[config.mk]
export PLATFORM = sky130hd
export DESIGN_NAME = adc_i2c_responder
export DESIGN_NICKNAME = d
export VERILOG_FILES = /design/src/rtl/adc_i2c_pkg.sv /design/src/rtl/i2c_line_sync.sv /design/src/rtl/adc_i2c_responder.sv
export SDC_FILE = /design/constraint.sdc
export NUM_CORES = 1
export LEC_CHECK = 0
export CORE_ASPECT_RATIO = 1.5
export CORE_MARGIN = 8
export CORE_UTILIZATION = 37
export CTS_BUF_LIST = sky130_fd_sc_hd__clkbuf_16
export CTS_CLUSTER_SIZE = 28
export DETAILED_ROUTE_END_ITERATION = 12
export GPL_TIMING_DRIVEN = 0
export PLACE_DENSITY = 0.62
export SLEW_MARGIN = 20
export SYNTH_ARGS = -nofsm -noshare
export SYNTH_HDL_FRONTEND = slang
export SYNTH_SLANG_ARGS = --single-unit
[constraint.sdc]
create_clock -name clk -period 5 [get_ports clk]
set_input_delay 0.5 -clock clk [delete_from_list [all_inputs] [get_ports clk]]
set_output_delay 0.5 -clock clk [all_outputs]
set_load 0.02 [all_outputs]
[src/rtl/adc_i2c_pkg.sv]
// Shared definitions for the ADC I2C responder: FSM states, default address
// and byte/bit-count constants.
package adc_i2c_pkg;

  typedef enum logic [2:0] {
    ST_IDLE     = 3'd0,
    ST_ADDR     = 3'd1,
    ST_ADDR_ACK = 3'd2,
    ST_WR_DATA  = 3'd3,
    ST_WR_ACK   = 3'd4,
    ST_RD_DATA  = 3'd5,
    ST_RD_ACK   = 3'd6,
    ST_IGNORE   = 3'd7
  } state_t;

  localparam logic [6:0] DEV_ADDR_DEFAULT = 7'h48;
  localparam int BYTE_BITS = 8;
  localparam int BIT_CNT_W = 4;
  // bit_cnt value once a whole byte has been clocked, and at the address R/W bit
  localparam logic [BIT_CNT_W-1:0] FULL_CNT  = BIT_CNT_W'(BYTE_BITS);
  localparam logic [BIT_CNT_W-1:0] LAST_CNT  = BIT_CNT_W'(BYTE_BITS - 1);

endpackage

[src/rtl/i2c_line_sync.sv]
// Synchronizes SCL/SDA into the clk domain and detects SCL edges plus
// START/STOP conditions on the synchronized levels.
module i2c_line_sync (
  input  logic clk,
  input  logic rst,
  input  logic scl_in,
  input  logic sda_in,
  output logic sda_s,
  output logic scl_rise,
  output logic scl_fall,
  output logic start_det,
  output logic stop_det
);

  // bit 1 = SCL, bit 0 = SDA; all flops reset to 1 (bus idle)
  logic [1:0] meta_q, meta_d;
  logic [1:0] sync_q, sync_d;
  logic [1:0] hist_q, hist_d;

  always_comb begin
    meta_d = {scl_in, sda_in};
    sync_d = meta_q;
    hist_d = sync_q;
  end

  always_ff @(posedge clk or negedge rst) begin
    if (!rst) begin
      meta_q <= 2'b11;
      sync_q <= 2'b11;
      hist_q <= 2'b11;
    end else begin
      meta_q <= meta_d;
      sync_q <= sync_d;
      hist_q <= hist_d;
    end
  end

  always_comb begin
    sda_s     = sync_q[0];
    scl_rise  =  sync_q[1] & ~hist_q[1];
    scl_fall  = ~sync_q[1] &  hist_q[1];
    start_det =  sync_q[1] & hist_q[1] &  hist_q[0] & ~sync_q[0];
    stop_det  =  sync_q[1] & hist_q[1] & ~hist_q[0] &  sync_q[0];
  end

endmodule

[src/rtl/adc_i2c_responder.sv]
// I2C target returning a latched ADC sample on reads (upper byte, lower byte,
// repeating) and capturing control bytes on writes.
module adc_i2c_responder
  import adc_i2c_pkg::*;
#(
  parameter logic [6:0] DEV_ADDR = DEV_ADDR_DEFAULT,
  parameter int         SAMPLE_W = 12
) (
  input  logic                clk,
  input  logic                rst,
  input  logic                scl_in,
  input  logic                sda_in,
  output logic                sda_oe,
  input  logic [SAMPLE_W-1:0] sample,
  output logic                sample_req,
  output logic [7:0]          ctrl_byte,
  output logic                ctrl_valid,
  output logic                busy,
  output state_t              dbg_state
);

  // Handshake: ctrl_valid and sample_req are single-cycle strobes; ctrl_byte
  // is stable from its ctrl_valid pulse until the next one.

  logic sda_s, scl_rise, scl_fall, start_det, stop_det;

  i2c_line_sync u_sync (
    .clk       (clk),
    .rst       (rst),
    .scl_in    (scl_in),
    .sda_in    (sda_in),
    .sda_s     (sda_s),
    .scl_rise  (scl_rise),
    .scl_fall  (scl_fall),
    .start_det (start_det),
    .stop_det  (stop_det)
  );

  state_t                 state_q, state_d;
  logic [BIT_CNT_W-1:0]   bit_cnt_q, bit_cnt_d;
  logic [BYTE_BITS-1:0]   shift_q, shift_d;
  logic                   sda_oe_q, sda_oe_d;
  logic                   busy_q, busy_d;
  logic [7:0]             ctrl_byte_q, ctrl_byte_d;
  logic                   ctrl_valid_q, ctrl_valid_d;
  logic                   sample_req_q, sample_req_d;
  logic [SAMPLE_W-1:0]    shadow_q, shadow_d;
  logic                   byte_sel_q, byte_sel_d;

  logic [15:0] sample_ext;
  logic [7:0]  byte_hi, byte_lo, byte_nxt;

  always_comb begin
    sample_ext = 16'(shadow_q);
    byte_hi    = sample_ext[15:8];
    byte_lo    = sample_ext[7:0];
    byte_nxt   = byte_sel_q ? byte_lo : byte_hi;
  end

  always_comb begin
    state_d      = state_q;
    bit_cnt_d    = bit_cnt_q;
    shift_d      = shift_q;
    sda_oe_d     = sda_oe_q;
    busy_d       = busy_q;
    ctrl_byte_d  = ctrl_byte_q;
    ctrl_valid_d = 1'b0;
    sample_req_d = 1'b0;
    shadow_d     = shadow_q;
    byte_sel_d   = byte_sel_q;

    if (stop_det) begin
      state_d  = ST_IDLE;
      sda_oe_d = 1'b0;
      busy_d   = 1'b0;
    end else if (start_det) begin
      state_d   = ST_ADDR;
      bit_cnt_d = '0;
      sda_oe_d  = 1'b0;
      busy_d    = 1'b1;
    end else begin
      unique case (state_q)
        ST_ADDR: begin
          if (scl_rise && bit_cnt_q < FULL_CNT) begin
            shift_d   = {shift_q[6:0], sda_s};
            bit_cnt_d = bit_cnt_q + BIT_CNT_W'(1);
            // Read to us: freeze the sample on the R/W bit rise
            if (bit_cnt_q == LAST_CNT && sda_s && shift_q[6:0] == DEV_ADDR) begin
              shadow_d     = sample;
              sample_req_d = 1'b1;
            end
          end else if (scl_fall && bit_cnt_q == FULL_CNT) begin
            if (shift_q[7:1] == DEV_ADDR) begin
              state_d  = ST_ADDR_ACK;
              sda_oe_d = 1'b1;
            end else begin
              state_d = ST_IGNORE;
              busy_d  = 1'b0;
            end
          end
        end
        ST_ADDR_ACK: begin
          if (scl_fall) begin
            if (shift_q[0]) begin
              state_d    = ST_RD_DATA;
              sda_oe_d   = ~byte_hi[7];
              shift_d    = {byte_hi[6:0], 1'b0};
              bit_cnt_d  = BIT_CNT_W'(1);
              byte_sel_d = 1'b1;
            end else begin
              state_d   = ST_WR_DATA;
              sda_oe_d  = 1'b0;
              bit_cnt_d = '0;
            end
          end
        end
        ST_WR_DATA: begin
          if (scl_rise && bit_cnt_q < FULL_CNT) begin
            shift_d   = {shift_q[6:0], sda_s};
            bit_cnt_d = bit_cnt_q + BIT_CNT_W'(1);
          end else if (scl_fall && bit_cnt_q == FULL_CNT) begin
            state_d      = ST_WR_ACK;
            sda_oe_d     = 1'b1;
            ctrl_byte_d  = shift_q;
            ctrl_valid_d = 1'b1;
            bit_cnt_d    = '0;
          end
        end
        ST_WR_ACK: begin
          if (scl_fall) begin
            state_d  = ST_WR_DATA;
            sda_oe_d = 1'b0;
          end
        end
        ST_RD_DATA: begin
          // Each falling edge presents the next bit; after bit 0 release SDA
          if (scl_fall) begin
            if (bit_cnt_q == FULL_CNT) begin
              state_d  = ST_RD_ACK;
              sda_oe_d = 1'b0;
            end else begin
              sda_oe_d  = ~shift_q[7];
              shift_d   = {shift_q[6:0], 1'b0};
              bit_cnt_d = bit_cnt_q + BIT_CNT_W'(1);
            end
          end
        end
        ST_RD_ACK: begin
          if (scl_rise && sda_s) begin
            state_d = ST_IGNORE;
          end else if (scl_fall) begin
            state_d    = ST_RD_DATA;
            sda_oe_d   = ~byte_nxt[7];
            shift_d    = {byte_nxt[6:0], 1'b0};
            bit_cnt_d  = BIT_CNT_W'(1);
            byte_sel_d = ~byte_sel_q;
          end
        end
        default: ;
      endcase
    end
  end

  always_ff @(posedge clk or negedge rst) begin
    if (!rst) begin
      state_q      <= ST_IDLE;
      bit_cnt_q    <= '0;
      shift_q      <= '0;
      sda_oe_q     <= 1'b0;
      busy_q       <= 1'b0;
      ctrl_byte_q  <= 8'h00;
      ctrl_valid_q <= 1'b0;
      sample_req_q <= 1'b0;
      shadow_q     <= '0;
      byte_sel_q   <= 1'b0;
    end else begin
      state_q      <= state_d;
      bit_cnt_q    <= bit_cnt_d;
      shift_q      <= shift_d;
      sda_oe_q     <= sda_oe_d;
      busy_q       <= busy_d;
      ctrl_byte_q  <= ctrl_byte_d;
      ctrl_valid_q <= ctrl_valid_d;
      sample_req_q <= sample_req_d;
      shadow_q     <= shadow_d;
      byte_sel_q   <= byte_sel_d;
    end
  end

  always_comb begin
    sda_oe     = sda_oe_q;
    busy       = busy_q;
    ctrl_byte  = ctrl_byte_q;
    ctrl_valid = ctrl_valid_q;
    sample_req = sample_req_q;
    dbg_state  = state_q;
  end

endmodule

## After elaboration in Yosys (flattened, before gate mapping)

Cells that the tools add are included.

| storage, ports and cells | value |
|---|---|
| register bits | 46 |
| input bits | 16 |
| logic and storage cells | 163 |

| cells by class | value |
|---|---|
| add/subtract/negate cells | 1 |
| $lt $le $gt $ge | 1 |
| equal/unequal tests | 38 |
| mux-type cells | 71 |
| bitwise gates (word level) | 17 |
| reduce and logical (&&, ||, !) cells | 21 |

Operators with widths:

| operator | number |
|---|---|
| 8-bit two-way mux | 8 |
| 4-bit != test (second input constant) | 12 |
| 3-bit two-way mux | 14 |
| 4-bit two-way mux | 9 |
| 1-bit two-way mux | 35 |
| 8-bit one-hot mux with 4 select lines | 1 |
| 3-bit != test (second input constant) | 8 |
| 4-bit one-hot mux with 5 select lines | 1 |
| 10-bit AND reduction | 2 |
| 3-bit one-hot mux with 6 select lines | 1 |
| 9-bit AND reduction | 2 |
| 7-bit equality test (second input constant) | 2 |
| 2-bit != test (second input constant) | 6 |
| 11-bit AND reduction | 1 |
| 1-bit NOT | 10 |
| 5-bit AND reduction | 2 |
| 3-bit equality test (second input constant) | 3 |
| 8-bit nonzero test | 1 |
| 1-bit AND | 7 |
| 7-bit AND reduction | 1 |
| 3-bit by 2-bit equality test with 1-bit output (second input constant) | 2 |
| 1-bit one-hot mux with 6 select lines | 1 |
| 3-bit nonzero test | 2 |
| 6-bit nonzero test | 1 |
| 13 further kinds | 17 |

## Longest topological paths before layout

| depth | value |
|---|---|
| depth after elaboration | 8 |
| mapped depth | 8 |
| mapped depth without buffers | 7 |

## Hierarchy

Synthesis repeated with hierarchy kept, for this count alone.

| unflattened totals | value |
|---|---|
| cell total of the unflattened synthesis | 218 |
| area, all modules | 2416.1 um^2 |

Modules (own cells, without submodules):

| module | times used | cells an instance | area an instance (um^2) | seq. area each (um^2) |
|---|---|---|---|---|
| adc_i2c_responder | 1 | 208 | 2225.9 | 1001.0 |
| i2c_line_sync | 1 | 10 | 190.2 | 157.7 |

## Worst setup path before layout

No wires, ideal clock.

| path | value |
|---|---|
| kind | register -> register |
| from | register bit_cnt_q[0] |
| to | register shift_q[1] |
| library setup time | 0.125 ns |
| arrival time | 1.891 ns |
| path slack | 2.984 ns |
| stages on the path, launching flop included | 9 |
| cell sequence | dfrtp_1 inv_1 ha_1 and3b_1 buf_6 o21bai_1 o211ai_2 nor3b_4 mux2_2 |

| between the ends | value |
|---|---|
| cells in the longest elaborated chain, start to end | 4 |
| elaborated cells between the ends (all ways) | 6 |

Ends and longest elaborated chain:

| item | line | RTL |
|---|---|---|
| from (decl) | adc_i2c_responder.sv:40 | `logic [BIT_CNT_W-1:0] bit_cnt_q, bit_cnt_d;` |
| from (signal assigned) | adc_i2c_responder.sv:178 | `bit_cnt_q <= bit_cnt_d;` |
| 4-bit < comparator | adc_i2c_responder.sv:84, adc_i2c_responder.sv:118 |  |
| 1-bit logical AND | adc_i2c_responder.sv:84, adc_i2c_responder.sv:118 |  |
| 2-bit by 1-bit != test with 1-bit output (no line) | - |  |
| 10-bit AND reduction (no line) * | - |  |
| to (signal assigned) | adc_i2c_responder.sv:179 | `shift_q <= shift_d;` |
| to (decl) | adc_i2c_responder.sv:41 | `logic [BYTE_BITS-1:0] shift_q, shift_d;` |

Mark *: on every way between the ends. The rest lies on a longest branch, timed or not.
A chain may end at the register's enable or synchronous reset.

## Final worst setup path

| path | value |
|---|---|
| from | register u_sync.sync_q[1] (netlist: u_sync.hist_d[1]) |
| to | register shift_q[5] |

| between the ends | value |
|---|---|
| cells in the longest elaborated chain, start to end | 5 |
| elaborated cells between the ends (all ways) | 18 |

Ends and longest elaborated chain:

| item | line | RTL |
|---|---|---|
| from (decl) | i2c_line_sync.sv:17 | `logic [1:0] sync_q, sync_d;` |
| from (signal assigned) | i2c_line_sync.sv:33 | `sync_q <= sync_d;` |
| 1-bit AND | i2c_line_sync.sv:42, i2c_line_sync.sv:43 |  |
| 1-bit AND, on equally long branches (2 in a row) | i2c_line_sync.sv:42, i2c_line_sync.sv:43 |  |
| 1-bit NOT (no line) | - |  |
| 10-bit AND reduction (no line) * | - |  |

Marked as above.

==> metrics.txt <==
# TYPE chip_impl_metric gauge
chip_impl_info{name="result_of_the_run",value="completed"} 1
chip_impl_metric{name="gp_routability_congestion",unit=""} 0.925
chip_impl_metric{name="wl_per_cell",unit="um"} 17.2
chip_impl_metric{name="total_leakage_power",unit="nW"} 1.33
chip_impl_metric{name="cp.arrival",unit="ns"} 2.43
chip_impl_metric{name="i_o_pin_count",unit=""} 31
chip_impl_metric{name="ctsHtreeMaxLevel",unit=""} 2
chip_impl_info{name="critical_path.reg2reg.endpoint",value="shift_q[5]$_DFFE_PN0P_"} 1
chip_impl_info{name="reg2reg_from",value="u_sync.hist_d[1]$_DFF_PN1_"} 1
chip_impl_metric{name="fin_hold_ws",unit="ns"} 0.126
chip_impl_metric{name="cts_hold_repair.buffers",unit=""} 0
chip_impl_metric{name="syn_avg_cell_area",unit="sq um"} 11.4
chip_impl_info{name="synth_top_family_by_area",value="compound AO/OA/AOI/OAI gates"} 1
chip_impl_metric{name="hold_viol_final",unit=""} 0
chip_impl_metric{name="reg2reg_setup_slack",unit="ns"} 2.74
chip_impl_info{name="clockRootBuffer",value="sky130_fd_sc_hd__clkbuf_16"} 1
chip_impl_metric{name="pwr_density_cell",unit="mW/mm^2"} 513
chip_impl_metric{name="maxCapViolations",unit=""} 0
chip_impl_metric{name="dieArea",unit="sq mm"} 0.00957
chip_impl_metric{name="area.sequential",unit="sq mm"} 0.00116
chip_impl_metric{name="synth.distinct_cells",unit=""} 62
chip_impl_metric{name="synth-adder-area-share",unit="%"} 1.02
chip_impl_metric{name="antenna_found_initial",unit=""} 0
chip_impl_metric{name="totalPowerFinal",unit="W"} 0.00154
chip_impl_metric{name="dp_hpwl",unit="um"} 4270
chip_impl_metric{name="multi_input_comb_area",unit="sq mm"} 0.00115
chip_impl_info{name="synth.area.top_cells",value="sky130_fd_sc_hd__dfrtp_1, sky130_fd_sc_hd__mux2_2, sky130_fd_sc_hd__dfstp_2"} 1
chip_impl_metric{name="detail_route.iter0.violations",unit=""} 176
chip_impl_metric{name="mappedNetlistArea",unit="sq mm"} 0.00246
chip_impl_metric{name="final.period_utilization",unit="%"} 45.3
chip_impl_metric{name="postCtsSetupBuffers",unit=""} 0
chip_impl_metric{name="synth_compound_area_share",unit="%"} 17.2
chip_impl_metric{name="synth-seq-area-share",unit="%"} 47.1
chip_impl_metric{name="setup_total_negative_slack",unit="ns"} 0
chip_impl_info{name="timing.critical_path.from",value="u_sync.hist_d[1]$_DFF_PN1_"} 1
chip_impl_metric{name="placedInstanceArea",unit="sq mm"} 0.00287
chip_impl_metric{name="antennaDiodeCount",unit=""} 0
chip_impl_metric{name="clock.fmax",unit="GHz"} 0.442
chip_impl_info{name="critPathCaptureType",value="flip-flop"} 1
chip_impl_metric{name="final_area",unit="sq mm"} 0.00301
chip_impl_info{name="slowest_stage",value="sky130_fd_sc_hd__dfstp_2"} 1
chip_impl_metric{name="clk_transition_reported_paths",unit="ns"} 0.06
chip_impl_metric{name="remaining_design_rule_violation_count",unit=""} 0
chip_impl_metric{name="antenna_violating_nets_post_route",unit=""} 0
chip_impl_metric{name="chipHeight",unit="um"} 116
chip_impl_metric{name="routed-via-count",unit=""} 1842
chip_impl_metric{name="tightestPinTransition",unit="ns"} 0.714
chip_impl_metric{name="grt_pass1_wl",unit="um"} 9580
chip_impl_metric{name="worst_path_largest_cell_delay",unit="ns"} 0.55
chip_impl_metric{name="post_synth_xor_area_fraction",unit="%"} 0.712
chip_impl_metric{name="dpl.cell_count",unit=""} 323
chip_impl_metric{name="cts.sinks",unit=""} 46
chip_impl_metric{name="grt_usage",unit="%"} 12.6
chip_impl_metric{name="areaGrowthSynthToFinish",unit="%"} 22.4
chip_impl_metric{name="floorplan.initialDensity",unit="%"} 37.9
chip_impl_metric{name="cts_made_buffers",unit=""} 5
chip_impl_metric{name="finish.net_count",unit=""} 272
chip_impl_metric{name="core.rowCount",unit=""} 36
chip_impl_metric{name="pins_over_their_slew_limit",unit=""} 0
chip_impl_metric{name="numPortBuffers",unit=""} 30
chip_impl_info{name="tritoncts",value="built"} 1
chip_impl_metric{name="setup-violations-final",unit=""} 0
chip_impl_metric{name="synth-warning-count",unit=""} 0
chip_impl_info{name="hp-class",value="input pin to async pin"} 1
chip_impl_metric{name="postSynthCellCount",unit=""} 216
chip_impl_info{name="crit_path_start_kind",value="flip-flop"} 1
chip_impl_metric{name="post_cts_resized",unit=""} 0
chip_impl_metric{name="reg2regPathDepth",unit=""} 6
chip_impl_info{name="synth_commonest_cells",value="sky130_fd_sc_hd__dfrtp_1, sky130_fd_sc_hd__mux2_2, sky130_fd_sc_hd__o21ai_0"} 1
chip_impl_info{name="post-synth-top-area-cell",value="sky130_fd_sc_hd__dfrtp_1"} 1
chip_impl_info{name="crit_type",value="flip-flop to flip-flop"} 1
chip_impl_metric{name="max_slew_margin",unit="%"} 51.7
chip_impl_metric{name="drt-total-wl",unit="um"} 5680
chip_impl_metric{name="asyncSetResetFlopFracSynth",unit="%"} 100
chip_impl_metric{name="detail_route.vias_per_cell",unit=""} 5.56
chip_impl_metric{name="filler_cell_count",unit=""} 622
chip_impl_metric{name="ir_worst_vdd",unit="mV"} 0.296
chip_impl_info{name="synth-main-ff-cell",value="sky130_fd_sc_hd__dfrtp_1"} 1
chip_impl_metric{name="final_cells",unit=""} 331
chip_impl_metric{name="grt_pass1_vias",unit=""} 1956
chip_impl_metric{name="skew",unit="ns"} 0.00347
chip_impl_metric{name="maximum_number_of_pins_on_one_net_before_global_route_repair",unit=""} 33
chip_impl_metric{name="synth_edf_count",unit=""} 0
chip_impl_metric{name="largest_fanout_on_the_critical_path",unit=""} 10
chip_impl_metric{name="drt_pass1_iterations",unit=""} 4
chip_impl_metric{name="ctsLongestPathBuffers",unit=""} 2
chip_impl_metric{name="global_route.overflow_total",unit=""} 0
chip_impl_info{name="cp_cell_sequence",value="clkbuf_8, nor3b_2, a2bb2oi_1, o211ai_2, nor3b_4, mux2_2"} 1
chip_impl_metric{name="width_of_the_die",unit="um"} 82.6
chip_impl_metric{name="synthesis.nets",unit=""} 234
chip_impl_metric{name="design.core.area",unit="sq mm"} 0.00649
chip_impl_metric{name="number_of_storage_elements_in_the_synthesis_netlist",unit=""} 46
chip_impl_metric{name="min_period",unit="ns"} 2.26
chip_impl_info{name="cell_with_the_most_instances_after_synthesis",value="sky130_fd_sc_hd__dfrtp_1"} 1
chip_impl_metric{name="synth_simple_gate_area_share",unit="%"} 15.6
chip_impl_metric{name="synthMuxAreaShare",unit="%"} 12.3
chip_impl_metric{name="clk_latency",unit="ns"} 0.28
chip_impl_metric{name="timing.critical_path.required",unit="ns"} 5.17
chip_impl_info{name="rsz0062_at_grt",value="false"} 1
chip_impl_metric{name="proportion_of_layout_cells_with_a_drive_suffix_above_1",unit="%"} 25.5
chip_impl_metric{name="synth_top_cell_area_share",unit="%"} 40.7
[worst max path at each step]
stage	endpoint	slack (ns)
floorplan	shift_q[1]$_DFFE_PN0P_	2.98
global placement	bit_cnt_q[3]$_DFFE_PN0P_	2.14
detailed placement	shift_q[2]$_DFFE_PN0P_	2.73
CTS	shift_q[5]$_DFFE_PN0P_	2.72
global route	shift_q[2]$_DFFE_PN0P_	2.61
finish	shift_q[5]$_DFFE_PN0P_	2.74
[logic make-up (layout without fill, tap and decap cells)]
group | after synthesis | after routing
compound gates | 58 | 58
mux | 27 | 27
fa+ha+maj | 2 | 2
flops | 46 | 46
buf+inv | 20 | 59
simple gates | 61 | 61
xor+xnor | 2 | 2
[critical path, delay by kind of cell (launching register included)]
family / cells / cell delay, ns
multiplexers: 1 / 0.39
AND/OR/NAND/NOR: 2 / 0.67
AO/OA/AOI/OAI: 2 / 0.38
buffers and inverters: 1 / 0.15
flip-flops: 1 / 0.55
[registers in the layout, summed over array words and instances, names as in the netlist]
register and cells:
ctrl_byte 8, dbg_state 3, shift_q 8, ctrl_valid 1, u_sync.hist_d 2, u_sync.meta_q 2
bit_cnt_q 4, sda_oe 1, shadow_q 12, sample_req 1, byte_sel_q 1, busy 1
u_sync.hist_q 2
[placed cells by master, fill, tap and decap left out, drive strengths merged, types with 6 or more instances in the layout]
cell type      count
nor2               9
o21ai             18
mux2              25
dfstp              6
inv               11
nand2             14
clkbuf            11
clkdlybuf4s50     29
buf                7
dfrtp             40
[stage by stage]
step	utilization [%]	worst slack [ns]
floorplan	-	2.98
global placement	44.0	2.14
detailed placement	44.3	2.73
CTS	46.4	2.72
global route	46.4	2.61
finish	46.4	2.74
[final cells by class]
type                            count  share of cell area (%)
Buffer                             11                    3.86
Timing Repair Buffer               31                    10.5
Tap cell                           76                    3.16
Clock inverter                      3                   0.540
Clock buffer                        5                    4.15
Inverter                            9                    1.12
Multi-Input combinational cell    150                    38.2
Sequential cell                    46                    38.5
[routing by layer]
layer	vias up	global-route usage (%)	routed length, um
li1	876	-	-
met1	916	14.2	2300
met2	38	22.4	3070
met3	12	1.79	143
met4	0	5.78	163
met5	-	0	0
[report_power, final]
part	switching [W]	total (W)	internal, W
combinational	0.000356	0.000687	0.000331
clock	0.000141	0.000325	0.000184
sequential	0.0000885	0.000532	0.000443
No activity file was read; power rests on OpenSTA's default activity.
